$ cat src/rtl/serv_rf_dbg_arbiter.sv
// Shares the RF RAM between the core RAM-side port and a 32-bit debug register port.
// Optional SERV_DBG_RF_CSR_EN makes CSR slots (reg 32..32+CSR_REGS-1) debug-accessible.
module serv_rf_dbg_arbiter #(
   parameter int RF_WIDTH = 8,
   parameter int CSR_REGS = 4,
   parameter int RF_L2D   = $clog2((32 + CSR_REGS) * 32 / RF_WIDTH)
) (
   input  logic                clk,
   input  logic                i_rst_n,
   input  logic [RF_L2D-1:0]   i_core_waddr,
   input  logic [RF_WIDTH-1:0] i_core_wdata,
   input  logic                i_core_wen,
   input  logic [RF_L2D-1:0]   i_core_raddr,
   input  logic                i_core_ren,
   output logic [RF_WIDTH-1:0] o_core_rdata,
   output logic [RF_L2D-1:0]   o_ram_waddr,
   output logic [RF_WIDTH-1:0] o_ram_wdata,
   output logic                o_ram_wen,
   output logic [RF_L2D-1:0]   o_ram_raddr,
   output logic                o_ram_ren,
   input  logic [RF_WIDTH-1:0] i_ram_rdata,
   input  logic                i_dbg_halted,
   input  logic                i_dbg_req,
   input  logic                i_dbg_we,
   input  logic [5:0]          i_dbg_reg,
   input  logic [31:0]         i_dbg_wdata,
   output logic                o_dbg_ack,
   output logic [31:0]         o_dbg_rdata,
   output logic                o_dbg_err,
   output logic                o_conflict
);

   localparam int BEATS = 32 / RF_WIDTH;
   localparam int BL2   = (BEATS > 1) ? $clog2(BEATS) : 1;
`ifdef SERV_DBG_RF_CSR_EN
   localparam int NREGS = 32 + CSR_REGS;
`else
   localparam int NREGS = 32;
`endif
   localparam logic [6:0] NREGS_L = 7'(NREGS);

   typedef enum logic [2:0] {S_IDLE, S_WR, S_RD, S_RDW, S_ACK} state_t;

   state_t              state_q;
   logic [BL2-1:0]      cnt_q, cnt_d;
   logic [5:0]          reg_q;
   logic [31:0]         wdata_q;
   logic [31:0]         rdata_q;
   logic                ack_q, err_q;
   logic                last_beat, reg_ok, accept;
   logic [BL2-1:0]      cap_idx;
   logic [RF_L2D-1:0]   dbg_addr;
   logic [RF_WIDTH-1:0] wbeat [BEATS];

   for (genvar gi = 0; gi < BEATS; gi++) begin : g_beat
      assign wbeat[gi] = wdata_q[gi*RF_WIDTH +: RF_WIDTH];
   end

   assign cnt_d     = cnt_q + BL2'(1);
   assign last_beat = (cnt_q == BL2'(BEATS - 1));
   assign reg_ok    = ({1'b0, i_dbg_reg} < NREGS_L);
   assign accept    = i_dbg_req & ~i_core_ren & ~i_core_wen;
   assign dbg_addr  = RF_L2D'(32'(reg_q) * 32'(BEATS) + 32'(cnt_q));
   // In RD the RAM answers the previous cycle's beat; RDW collects the last one.
   assign cap_idx   = (state_q == S_RDW) ? BL2'(BEATS - 1) : cnt_q - BL2'(1);

   always_ff @(posedge clk or negedge i_rst_n) begin
      if (!i_rst_n) begin
         state_q <= S_IDLE;
         cnt_q   <= '0;
         reg_q   <= '0;
         wdata_q <= '0;
         rdata_q <= '0;
         ack_q   <= 1'b0;
         err_q   <= 1'b0;
      end else begin
         ack_q <= 1'b0;
         err_q <= 1'b0;
         case (state_q)
            S_IDLE: begin
               if (accept) begin
                  reg_q   <= i_dbg_reg;
                  wdata_q <= i_dbg_wdata;
                  cnt_q   <= '0;
                  if (!i_dbg_halted || !reg_ok) begin
                     state_q <= S_ACK;
                     ack_q   <= 1'b1;
                     err_q   <= 1'b1;
                  end else if (i_dbg_we && i_dbg_reg == 6'd0) begin
                     state_q <= S_ACK;
                     ack_q   <= 1'b1;
                  end else begin
                     state_q <= i_dbg_we ? S_WR : S_RD;
                  end
               end
            end
            S_WR: begin
               cnt_q <= cnt_d;
               if (last_beat) begin
                  state_q <= S_ACK;
                  ack_q   <= 1'b1;
               end
            end
            S_RD: begin
               if (cnt_q != '0)
                  rdata_q[cap_idx*RF_WIDTH +: RF_WIDTH] <= i_ram_rdata;
               cnt_q <= cnt_d;
               if (last_beat)
                  state_q <= S_RDW;
            end
            S_RDW: begin
               rdata_q[cap_idx*RF_WIDTH +: RF_WIDTH] <= i_ram_rdata;
               state_q <= S_ACK;
               ack_q   <= 1'b1;
            end
            S_ACK:   state_q <= S_IDLE;
            default: state_q <= S_IDLE;
         endcase
      end
   end

   always_comb begin
      o_ram_waddr = i_core_waddr;
      o_ram_wdata = i_core_wdata;
      o_ram_wen   = i_core_wen;
      o_ram_raddr = i_core_raddr;
      o_ram_ren   = i_core_ren;
      if (state_q != S_IDLE) begin
         o_ram_waddr = dbg_addr;
         o_ram_wdata = wbeat[cnt_q];
         o_ram_wen   = (state_q == S_WR);
         o_ram_raddr = dbg_addr;
         o_ram_ren   = (state_q == S_RD);
      end
   end

   assign o_core_rdata = i_ram_rdata;
   assign o_conflict   = (state_q != S_IDLE) & (i_core_ren | i_core_wen);
   assign o_dbg_ack    = ack_q;
   assign o_dbg_err    = err_q;
   assign o_dbg_rdata  = rdata_q;

endmodule

$ cat config.mk
export PLATFORM = sky130hd
export DESIGN_NAME = serv_rf_dbg_arbiter
export DESIGN_NICKNAME = d
export VERILOG_FILES = /design/src/rtl/serv_rf_dbg_arbiter.sv
export SDC_FILE = /design/constraint.sdc
export NUM_CORES = 1
export LEC_CHECK = 0
export ABC_AREA = 0
export CAP_MARGIN = 15
export CORE_UTILIZATION = 45
export CTS_CLUSTER_SIZE = 10
export DETAILED_ROUTE_END_ITERATION = 7
export GPL_TIMING_DRIVEN = 0
export PLACE_DENSITY = 0.8
export SETUP_SLACK_MARGIN = 0.15
export SLEW_MARGIN = 20
export SYNTH_ARGS = -nofsm -noshare
export SYNTH_HDL_FRONTEND = slang
export SYNTH_SLANG_ARGS = --single-unit
$ cat constraint.sdc
create_clock -name clk -period 3.4 [get_ports clk]
set_clock_uncertainty 0.2 [all_clocks]
set_input_delay 1.02 -clock clk [delete_from_list [all_inputs] [get_ports clk]]
set_output_delay 1.02 -clock clk [all_outputs]
set_load 0.05 [all_outputs]
# After elaboration in Yosys (flattened, before gate mapping)

Cells that the tools add are included.
W data, S select, Z words.

Latch bits: 0
Output and inout port bits: 69
ROM bits: 0
Memories kept: 0
Bits in writable memories: 0
Register bits after elaboration: 77

Add/subtract/negate cells: 4
Order comparisons: 2
Equal/unequal tests: 8
$mul: 0
Shift operators: 2
Divide/modulo/power cells: 0
Bitwise logic cells: 7
Reduce and logical (&&, ||, !) cells: 15
Muxes and demuxes: 29

Operator list:

| kind                      | count |
|---|---|
| $pmux W32 S2              | 1 |
| $mux W8                   | 5 |
| $neg A5 Y34               | 1 |
| $shift A8 B34 Y32 const A | 1 |
| $shiftx A8 B34 Y32        | 1 |
| $bwmux W32                | 1 |
| $mux W32                  | 1 |
| $bmux W8 S2               | 1 |
| $mux W3                   | 5 |
| $pmux W3 S4               | 1 |
| $mux W1                   | 9 |
| $add A8 B2 Y8             | 1 |
| $ne A2 B2 Y1 const B      | 4 |
| $eq A3 B2 Y1 const B      | 2 |
| $logic_not A6 Y1          | 1 |
| $lt A6 B6 Y1 const B      | 1 |
| $mux W2                   | 3 |
| $reduce_and A2 Y1         | 3 |
| $reduce_bool A2 Y1        | 3 |
| $pmux W2 S2               | 1 |
| $and A1 B1 Y1             | 3 |
| $eq A3 B1 Y1 const B      | 1 |
| $ge A3 B3 Y1 const B      | 1 |
| $logic_not A3 Y1          | 1 |
| 13 further kinds          | 15 |

# Depth between registers and ports, before layout

Depth in word-level cells: 7
Depth in mapped cells: 11
Depth with buffers taken out: 9

# Least setup slack after synthesis

No wires, ideal clock.

Path kind: input-to-output
From: in i_core_wen
To: out o_ram_wen
Arrival: 2.094 ns
Data required time: 2.180 ns
Cell stages on the path: 2
Slack: 0.086 ns
Cells stage by stage: nor2_1 -> nor3_1

Longest elaborated chain between the ends: 1

RTL lines:

| element     | RTL line | RTL |
|---|---|---|
| from (decl) | 12       | `input logic i_core_wen,` |
| $mux W1     | 128      | `if (state_q != S_IDLE) begin` |
| to (decl)   | 18       | `output logic o_ram_wen,` |

Every way passes these cells.

# Worst setup path in the final report

Ends and elaborated chain as after synthesis.

==> summary.md <==
| Metric | Value |
|---|---|
| Hold EP | o_dbg_rdata[16] |
| RSZ-0062 raised after global routing | false |
| Total die area | 9043 um2 |
| PD cells | between 1000 and 1500 nW/um2 |
| Crit Path Class | input pin to output port |
| Gr usage total | 0.2366 |
| First-pass GRT wire length | 16130 um |
| Max_cap viols | 0 |
| N_diodes | 0 |
| Peak supply drop | 0.0006774 V |
| Worst slew pin tran | 0.5338 ns |
| Post-synthesis cell count | 370 |
| Post-synthesis sequential area ratio | 0.4941 |
| Vias | 3244 |
| Htree depth | 3 |
| Critical R2R Capture | o_dbg_rdata[19] |
| DP Wirelength | 7449 um |
| Core region area | 8299 um2 |
| CP startpoint kind | input pin |
| Largest stage delay, worst path | 0.52 ns |
| Post-synth EDFFs | 0 |
| Endpoints failing hold | 0 |
| CTS tree | built |
| Worst R2R Setup Slack | approximately 0.47 ns |
| Post-layout util | 0.6854 |
| Avg WL per Cell | 15.43 um |
| Tcrit/Tclk final | 0.9462 |
| Fillcell total | 643 |
| Worst skew pair latency | 0.33 ns |
| Synth Register Bits | 77 |
| FMAX | 310.8 MHz |
| Largest cells by area after synthesis | dfrtp_1 (49%), mux2_4 (15%), nand2_1 (12%), mux4_2 (4.6%), o21ai_0 (4.5%) |
| Largest net degree at the start of global routing | 51 |
| Critical Path End Type | output port |
| CTS max path bufs | 2 |
| Final setup fails | 0 |
| R2r startpoint | cnt_q[1] |
| Clock root buffer | clkbuf_8 |
| WHS | approximately 0.28 ns |
| R2R depth | 10 |
| Routed WL | 9857 um |
| DRT iter0 DRCs | roughly 120 |
| Post-Synth Simple-Gate Area | 0.1806 |
| Mapped cell area | 3900 um2 |
| Synth Area in Compound Gates | 0.06288 |
| CP Data Arrival Time | 2.00 ns |
| Hold Crit Start | o_dbg_rdata[16] |
| Layout cells sized above 1 | 0.2416 |
| Post-synthesis adder-cell area fraction | 0.01604 |
| Die height | 95.10 um |
| Vias in the first global route | approximately 3300 |
| Share of the synthesized area in the top cell type | 0.4941 |
| Syn. warnings | 0 |
| Most frequent cell after synthesis | nand2_1 |
| Initial Utilization | 0.4699 |
| DRC errors left | 0 |
| Vias per cell | 5.077 |
| Num ports | 146 |
| Commonest cells in the netlist | nand2_1 (124), dfrtp_1 (77), mux2_4 (38) |
| IO buf count | 145 |
| Worst Hold Depth | 2 |
| Syn Nets | 452 |
| First-pass iteration count of the detailed router | 5 |
| Multiplexer area fraction after synthesis | 0.1954 |
| Most used flip-flop cell after synthesis | dfrtp_1 |
| Post-Synth XOR/XNOR Area | 0.002246 |
| FFs w/ async S/R, synth | 1.000 |
| Num Clock Sinks | 77 |
| Overall power | approximately 6.0 mW |
| Leak Pwr | roughly 2.7 nW |
| Yosys cell types | 36 |
| Worst min path class | register to register |
| Cell row count | 33 |
| Initial antenna violation count | 0 |
| Inserted Clock Buffers | 9 |
| Fin. max-slew vios | 0 |
| CP Cell Sequence | clkdlybuf4s50_1, nor2_1, nor3_2, clkbuf_4 |
| Synthesis-to-layout area growth | 45.85% |
| Period minus WS final | 3.217 ns |
| Average instance area after synthesis | ~11 um2 |
| Worst EP required | ~2.2 ns |
| Hold_buf cts | 0 |
| Die width | 95.10 um |
| Final net count | 612 |
| Critical Path Fanout Max | 3 |
| Routability cong. | 0.8200 |
| Biggest area consumer among synthesized cells | dfrtp_1 |
| Slowest-stage cell, CP | clkdlybuf4s50_1 |
| Final ANT Viol Nets | 0 |
| Largest family of logic cells by synthesized area | multiplexers |
| Clk slew on worst S/H paths | approximately 0.07 ns |
| Grt ovf | 0 |
| Max transition margin | 0.6430 |
| Status | complete, no violations |
report_power, final:
| part | leakage [nW] | switching [mW] | internal [mW] |
|---|---|---|---|
| clock | 0.0919 | 0.323 | 0.332 |
| sequential | 0.874 | 0.269 | 1.35 |
| combinational | 1.78 | 2.31 | 1.43 |
metal layers:
metal / global-route usage / part of all wire
met1: 0.3073 / 0.44
met2: 0.3964 / 0.48
met3: 0.05981 / 0.071
met4: 0.05682 / 0.0095
met5: 0 / 0
layout make-up:
| type | instances | area [um2] | area share |
|---|---|---|---|
| plain buffers | 28 | 195.2 | 0.03432 |
| clock buffers | 10 | 127.6 | 0.02244 |
| clock inverters | 5 | 52.55 | 0.009239 |
| inverters | 4 | 15.01 | 0.002640 |
| multi-input cells | 261 | 1790 | 0.3148 |
| flip-flops and latches | 77 | 1927 | 0.3388 |
| well taps | 105 | 131.4 | 0.02310 |
| repair buffers | 149 | 1449 | 0.2547 |
worst max path at each step:
| stage | start | depth (start not counted) | end | slack, ns |
|---|---|---|---|---|
| after floorplan | i_core_ren | 2 | o_conflict | 0.48 |
| after global placement | i_rst_n | 1 | reg_q[2] | -1.41 |
| after detailed placement | i_ram_rdata[3] | 3 | o_core_rdata[3] | -0.42 |
| after CTS | i_ram_rdata[7] | 3 | o_core_rdata[7] | 0.15 |
| after global routing | state_q[2] | 7 | o_ram_wdata[6] | 0.15 |
| final | i_core_wen | 4 | o_ram_wen | 0.18 |
critical path, delay by kind of cell:
kind          cells  cell delay (ns)
simple gates      2             0.19
buf+inv           2             0.78
flip-flops by register name, summed over array words and instances, names as in the netlist:
signal and flops:
cnt_q 2, o_dbg_rdata 32, o_dbg_err 1, state_q 3
wdata_q 32, o_dbg_ack 1, reg_q 6
cell families after synthesis:
family / Yosys count
compound gates: 45
xor+xnor: 1
fa+ha+maj: 5
buf+inv: 32
flops: 77
mux: 47
simple gates: 163
layout by cell type, fill, tap and decap left out, drive strengths merged, types with 2 or more instances in the layout:
| master | n |
|---|---|
| and3 | 2 |
| nand2b | 2 |
| clkdlybuf4s15 | 14 |
| inv | 4 |
| o21ai | 37 |
| mux4 | 8 |
| nor2b | 5 |
| clkdlybuf4s50 | 102 |
| dlygate4sd2 | 6 |
| ha | 5 |
| clkinv | 3 |
| clkbuf | 20 |
| o21a | 2 |
| nand2 | 125 |
| dfrtp | 77 |
| nand3 | 10 |
| buf | 41 |
| mux2 | 39 |
| nor2 | 8 |
| clkdlybuf4s18 | 3 |
| nor3 | 5 |
stage by stage:
step	cell area, um2	TNS (ns)	setup WS, ns	cells
floorplan	3905	0	0.4808	370
global placement	5488	-117.74	-1.411	620
detailed placement	5513	-10.12	-0.4169	621
CTS	5653	0	0.1510	639
global route	5688	0	0.1499	639
finish	5688	0	0.1829	639
what timing repair did:
item,in CTS,in global routing
setup endpoints to repair,35,20
setup buffers,3,0
pin swaps,1,0
gates resized for setup,158,21
(Power assumes the default switching activity.)
